### src/rtl/reg_wb_pkg.sv
// Shared widths and source identifiers for the register writeback arbiter.
// The default sizes below are also used as the parameter defaults of the modules.
package reg_wb_pkg;

    localparam int XLEN       = 64;
    localparam int NREG       = 32;
    localparam int REG_ADDR_W = 5;

    typedef enum logic {
        SRC_ALU = 1'b0,
        SRC_LSU = 1'b1
    } src_e;

    function automatic src_e other_src(input src_e s);
        return (s == SRC_ALU) ? SRC_LSU : SRC_ALU;
    endfunction

endpackage

### src/rtl/reg_busy_scoreboard.sv
// Per-register pending-write bits: set when a writer issues, cleared when its writeback lands.
// A set and a clear of the same register on one edge leave the bit set; bit 0 is never busy.
module reg_busy_scoreboard
    import reg_wb_pkg::*;
#(
    parameter int NREG = reg_wb_pkg::NREG
) (
    input  logic                  clock,
    input  logic                  reset,
    input  logic                  set_en,
    input  logic [REG_ADDR_W-1:0] set_rd,
    input  logic                  clr_en,
    input  logic [REG_ADDR_W-1:0] clr_rd,
    output logic [NREG-1:0]       busy
);

    logic [NREG-1:0] busy_d;

    always_comb begin
        busy_d = busy;
        for (int i = 1; i < NREG; i++) begin
            if (set_en && (set_rd == REG_ADDR_W'(i))) begin
                busy_d[i] = 1'b1;
            end else if (clr_en && (clr_rd == REG_ADDR_W'(i))) begin
                busy_d[i] = 1'b0;
            end
        end
        busy_d[0] = 1'b0;
    end

    always_ff @(posedge clock or negedge reset) begin
        if (!reset) begin
            busy <= '0;
        end else begin
            busy <= busy_d;
        end
    end

endmodule

### src/rtl/reg_wb_arbiter.sv
// Two-source (ALU, load unit) register-file writeback arbiter with round-robin on contention,
// one-cycle registered write port and a busy-bit scoreboard for issue hazard stalls.
module reg_wb_arbiter
    import reg_wb_pkg::*;
#(
    parameter int XLEN = reg_wb_pkg::XLEN,
    parameter int NREG = reg_wb_pkg::NREG
) (
    input  logic                  clock,
    input  logic                  reset,
    input  logic                  alu_valid,
    output logic                  alu_ready,
    input  logic [REG_ADDR_W-1:0] alu_rd,
    input  logic [XLEN-1:0]       alu_data,
    input  logic                  lsu_valid,
    output logic                  lsu_ready,
    input  logic [REG_ADDR_W-1:0] lsu_rd,
    input  logic [XLEN-1:0]       lsu_data,
    input  logic                  issue_valid,
    input  logic [REG_ADDR_W-1:0] issue_rd,
    output logic                  regwrite,
    output logic [REG_ADDR_W-1:0] write_reg,
    output logic [XLEN-1:0]       write_data,
    output logic [NREG-1:0]       busy
);

    // Handshake: a request transfers on a rising edge where valid && ready. Ready is a
    // combinational grant from both valids and the priority pointer; a source that is not
    // granted must keep valid, rd and data stable until it is.
    src_e                  prio_q;
    src_e                  prio_d;
    logic                  grant_alu;
    logic                  grant_lsu;
    logic                  xfer;
    logic [REG_ADDR_W-1:0] sel_rd;
    logic [XLEN-1:0]       sel_data;

    always_comb begin
        grant_alu = 1'b0;
        grant_lsu = 1'b0;
        prio_d    = prio_q;
        if (reset) begin
            if (alu_valid && lsu_valid) begin
                grant_alu = (prio_q == SRC_ALU);
                grant_lsu = (prio_q == SRC_LSU);
                prio_d    = other_src(prio_q);
            end else begin
                grant_alu = alu_valid;
                grant_lsu = lsu_valid;
            end
        end
    end

    assign alu_ready = grant_alu;
    assign lsu_ready = grant_lsu;
    assign xfer      = grant_alu | grant_lsu;
    assign sel_rd    = grant_lsu ? lsu_rd   : alu_rd;
    assign sel_data  = grant_lsu ? lsu_data : alu_data;

    // Writes to x0 complete the handshake but never reach the register file, and leave the
    // write port holding its previous address/data.
    always_ff @(posedge clock or negedge reset) begin
        if (!reset) begin
            prio_q     <= SRC_ALU;
            regwrite   <= 1'b0;
            write_reg  <= '0;
            write_data <= '0;
        end else begin
            prio_q   <= prio_d;
            regwrite <= xfer && (sel_rd != '0);
            if (xfer && (sel_rd != '0)) begin
                write_reg  <= sel_rd;
                write_data <= sel_data;
            end
        end
    end

    reg_busy_scoreboard #(
        .NREG(NREG)
    ) u_busy (
        .clock (clock),
        .reset (reset),
        .set_en(issue_valid),
        .set_rd(issue_rd),
        .clr_en(regwrite),
        .clr_rd(write_reg),
        .busy  (busy)
    );

endmodule

### config.mk
export PLATFORM = sky130hd
export DESIGN_NAME = reg_wb_arbiter
export DESIGN_NICKNAME = d
export VERILOG_FILES = /design/src/rtl/reg_wb_pkg.sv /design/src/rtl/reg_busy_scoreboard.sv /design/src/rtl/reg_wb_arbiter.sv
export SDC_FILE = /design/constraint.sdc
export NUM_CORES = 1
export LEC_CHECK = 0
export ABC_CLOCK_PERIOD_IN_PS = 2500
export CAP_MARGIN = 20
export CORE_UTILIZATION = 41
export DETAILED_ROUTE_END_ITERATION = 8
export PLACE_DENSITY = 0.82
export SYNTH_ARGS = -nofsm -noshare
export SYNTH_HDL_FRONTEND = slang
export SYNTH_HIERARCHICAL = 1
export SYNTH_SLANG_ARGS = --single-unit
### constraint.sdc
create_clock -name clock -period 2.5 [get_ports clock]
set_input_delay 0.375 -clock clock [delete_from_list [all_inputs] [get_ports clock]]
set_output_delay 0.375 -clock clock [all_outputs]
set_load 0.01 [all_outputs]
# [Word-level counts from Yosys, hierarchy flattened]
# Index checks and enable logic that the tools add are counted.
[op_classes] n_mux=69 mul=0 n_shift=0 eq_ne=62 order_cmp=0 n_bitwise=2 n_div=0 add_sub_neg=0 n_reduce_logical=97
[ops] op="== test 5 bit (second input constant)" count=32
[ops] op="== test 5 x 4 -> 1 bit (second input constant)" count=16
[ops] op="2-to-1 mux 1 bit" count=67
[ops] op="logical AND 1 bit" count=64
[ops] op="2-to-1 mux 64 bit" count=1
[ops] op="nonzero test 2 bit" count=31
[ops] op="== test 5 x 3 -> 1 bit (second input constant)" count=8
[ops] op="== test 5 x 2 -> 1 bit (second input constant)" count=4
[ops] op="== test 5 x 1 -> 1 bit (second input constant)" count=2
[ops] op="2-to-1 mux 5 bit" count=1
[ops] op="nonzero test 5 bit" count=1
[ops] op="AND reduction 2 bit" count=1
[ops] op="inverter 1 bit" count=1
[ops] op="bitwise OR 1 bit" count=1
[totals] mem_count=0 mem_bits_rw=0 register_bits=102 in_bits=148 out_inout_bits=104 latchBits=0 mem_bits_ro=0 elab_cells=265

# [Longest topological paths before layout]
[logic_depth] depth_word=6 ltp_mapped=7 depth_no_buf=5

# [Hierarchy]
# The synthesis kept the hierarchy.
[by_module_without_submodules] module="reg_wb_arbiter" seq_area_each_um2=1776.7 cells_each=255 area_per_inst_um2=3692.3 n_inst=1
[by_module_without_submodules] module="reg_busy_scoreboard" seq_area_each_um2=775.7 cells_each=126 area_per_inst_um2=1312.5 n_inst=1

# [Worst setup path before layout]
# Ideal clock, no wire load.
[synth_timing] path_type="register to register" start="register prio_q" end="register write_data[48]" slack_ns=0.643 setup_time_ns=0.125 stages_incl_launch_ff=7 required_time_ns=2.375 synth_period_minus_slack_ns=1.857 n_path_buf=2 t_arrival_ns=1.732 cell_sequence="dfrtp_1 > nand2b_2 > nand3_2 > buf_2 > buf_2 > mux2_2 > mux2_4"
[synth_via] elab_chain_cells=5 word_cells_on_any_way=10 classes_between="6 x mux; 2 x bitwise; 2 x reduce/logical"
[synth_lines] item="start, declared" line_no="reg_wb_arbiter.sv:30" source="src_e prio_q;"
[synth_lines] item="start signal, assigned" line_no="reg_wb_arbiter.sv:69" source="prio_q <= prio_d;"
[synth_lines] item="2-to-1 mux 1 bit / inverter 1 bit (equally long branches)"
[synth_lines] item="2-to-1 mux 1 bit, on equally long branches" line_no="reg_wb_arbiter.sv:42, reg_wb_arbiter.sv:43"
[synth_lines] item="2-to-1 mux 5 bit / 2-to-1 mux 1 bit (equally long branches)" line_no="reg_wb_arbiter.sv:57, reg_wb_arbiter.sv:42"
[synth_lines] item="nonzero test 5 bit / bitwise OR 1 bit (equally long branches)" line_no="reg_wb_arbiter.sv:71, reg_wb_arbiter.sv:56"
[synth_lines] item="logical AND 1 bit" line_no="reg_wb_arbiter.sv:71" source="if (xfer && (sel_rd != '0)) begin"
[synth_lines] item="end signal, assigned" line_no="reg_wb_arbiter.sv:73" source="write_data <= sel_data;"
[synth_lines] item="end, declared" line_no="reg_wb_arbiter.sv:23" source="output logic [XLEN-1:0] write_data,"
# Several ways; a longest one is shown, not always the timed one.
# A chain may end at the register's enable or synchronous reset.

# [Worst setup path in the final report]
[layout_timing] start="input port alu_valid" end="output port lsu_ready"
[layout_via] elab_chain_cells=3
[layout_lines] item="start, declared" line_no="reg_wb_arbiter.sv:11" source="input logic alu_valid,"
[layout_lines] item="logical AND 1 bit" line_no="reg_wb_arbiter.sv:43" source="if (alu_valid && lsu_valid) begin"
[layout_lines] item="2-to-1 mux 1 bit" line_no="reg_wb_arbiter.sv:43"
[layout_lines] item="2-to-1 mux 1 bit" line_no="reg_wb_arbiter.sv:42" source="if (reset) begin"
[layout_lines] item="end, declared" line_no="reg_wb_arbiter.sv:16" source="output logic lsu_ready,"
# No other way between the ends.

==> reports/metrics.csv <==
metric,value,unit
status,finished clean,
worst path bufs/invs,3,
final wirelength,14.76,mm
global routing's busiest layer,met2,
Post-CTS Setup Bufs,0,
"Req. time, crit path",2.12,ns
Setup Viol. Count Final,0,
Mapped Area,5005,um2
clk root buf,clkbuf_16,
Cells after Synth,381,
"Hold Vio Cnt, Final",0,
Crit path depth,5,
synthesis warning total,6,
peak supply drop,469.3,uV
Vias,4160,
Period minus WS final,2.315,ns
clock-pin slew on the worst setup and hold paths,0.07,ns
"top cells by count, synth","dfrtp_1, mux2_2, o21ai_0",
vias in the first global route,4501,
Hold WC Path Type,input pin to async pin,
PwrDens,901.8,nW/um2
initial core utilization,42.91,%
Avg Inst Size Synth,13.14,um2
die area,12650,um2
Ant. Diodes,0,
Chip Height,112.5,um
Post-Syn Nets,529,
Final Cell Area,7993,um2
IO Count,252,
post-route ant nets,0,
# clock sinks,102,
synth unique cells,37,
DIE WIDTH,112.5,um
max reg flops,64,
global routing usage on met3,9.017,%
CP startpoint kind,input pin,
Max Clock Skew,0.006141,ns
CP top delay family,buffers and inverters,
CTS tree,done,
WL/cell,18.88,um
total CTS buffers,9,
Hold Buf Count CTS,1,
largest stage delay on the critical path,0.60,ns
footprint of the multi-input gates,2346,um2
max_cap viols,0,
DR pass1 iterations,4,
max-slew violations,0,
num rows,39,
PostCTS Resize Cnt,0,
initial antenna violation count,0,
top cell type's share of synthesized area,51.00,%
CP Capture Type,primary output,
drt via density,5.320,
WP data arrival,1.94,ns
Worst R2R Path Depth,6,
"Critical Path, Cell by Cell",clkdlybuf4s50_1 -> nand2b_2 -> nand3_4 -> inv_1 -> clkdlybuf4s50_1,
fin util,68.53,%
DRC,0,
Crit path top cell by count,clkdlybuf4s50_1,
Post-DP Area,7697,um2
most area-hungry cell type in the Yosys netlist,dfrtp_1,
nets@finish,782,
ys flop type,dfrtp_1,
Slowest cell on crit path,clkdlybuf4s50_1,
H-tree Lvls,3,
GP Congestion,0.8803,
Fmax achieved,431.9,MHz
PortBufs,250,
Post-synth EDFFs,0,
share of flip-flops with an asynchronous set or reset,100.0,%
Crit Path Class,input pin to primary output,
largest cells by area after synthesis,"dfrtp_1, mux2_2, mux2_4",
CP max FO,7,
grt total ovfl,0,
post-synthesis sequential area ratio,51.00,%
DPL Wire Length,11.11,mm
Filler Cell Count,862,
final setup TNS,0,ns
FF-to-FF Start,prio_q,
FF+latch area,2552,um2
total power,0.007208,W
"count leader, synth",dfrtp_1,
Max Root-Sink Buffers,2,
Total GRT Usage,23.76,%
period utilization,92.61,%
layout cells sized above 1,25.04,%
global-route wire length before repair,23.03,mm
CP startpoint,alu_valid,
Synth Register Bits,102,
slew margin rel.,48.94,%
met1 Track Usage GR,26.13,%
core area,11660,um2
largest net degree at the start of global routing,61,
initial drt markers,177,
grt met2 use,39.96,%
Leak Pwr,3.190,nW
latest clock arrival within the worst-skew pair,0.35,ns
area delta synth->final,59.70,%
RSZ-0062 raised after global routing,false,
Slew @ Worst Pin,0.7658,ns
[placed cells by master (no fill, tap or decap), types with 2 or more instances in the layout]
| cell type | netlist | layout |
|---|---|---|
| dfrtp_1 | 102 | 102 |
| nor4_1 | 5 | 5 |
| buf_4 | 1 | 6 |
| clkbuf_8 | 0 | 2 |
| nor2_1 | 3 | 3 |
| nand4bb_1 | 3 | 3 |
| clkinv_2 | 0 | 3 |
| inv_1 | 6 | 6 |
| mux2_2 | 101 | 101 |
| nand2_1 | 7 | 7 |
| nand4b_1 | 5 | 5 |
| a32o_1 | 5 | 5 |
| nand4_1 | 2 | 2 |
| o21ai_0 | 51 | 51 |
| clkbuf_16 | 0 | 9 |
| or2_1 | 2 | 2 |
| clkdlybuf4s50_1 | 0 | 249 |
| mux2_4 | 27 | 27 |
| o21ai_1 | 16 | 16 |
| a22oi_1 | 2 | 2 |
| mux2i_1 | 2 | 2 |
| buf_12 | 0 | 3 |
| nand3_1 | 3 | 3 |
| nand2b_1 | 7 | 7 |
[metrics by stage]
step	cells	hold slack, ns	setup WS [ns]
floorplan	381	0.07941	0.6431
global placement	765	0.1820	0.1572
detailed placement	765	0.1819	0.1091
CTS	782	0.3738	0.1708
global route	782	0.3857	0.1080
finish	782	0.3782	0.1848
[cell families after synthesis]
family	Yosys count	share of synthesized area, %
AND/OR/NAND/NOR	45	6.000
AO/OA/AOI/OAI	79	8.875
buffers and inverters	23	2.650
XOR/XNOR	1	0.1750
flip-flops	102	51.00
other	1	0.07493
multiplexers	130	31.23
[routing by layer]
layer | part of all wire (%) | vias up
met1 | 37 | 1986
li1 | - | 1915
met2 | 50 | 226
met3 | 9.5 | 33
met4 | 3.3 | 0
met5 | 0 | -
[final timing paths]
path,to,slack [ns]
max in group asynchronous,write_data[22],1.18
worst max-delay path,lsu_ready,0.18
worst max register to register,write_data[22],0.58
min in group clock,write_data[19],0.51
worst min-delay path,prio_q,0.38
worst min register to register,write_data[19],0.51
[cell type report]
| type | count | share of cell area [%] |
|---|---|---|
| multi-input cells | 256 | 29.35 |
| repair buffers | 259 | 32.62 |
| clock inverters | 5 | 0.4070 |
| flip-flops and latches | 102 | 31.93 |
| well taps | 143 | 2.239 |
| inverters | 6 | 0.2818 |
| clock buffers | 11 | 3.162 |
[power breakdown]
group	switching (W)	internal (W)
clock	0.000614	0.000729
combinational	0.00119	0.00197
sequential	0.000421	0.00228
total	0.00223	0.00498
Power figures use the tool's default switching activity.
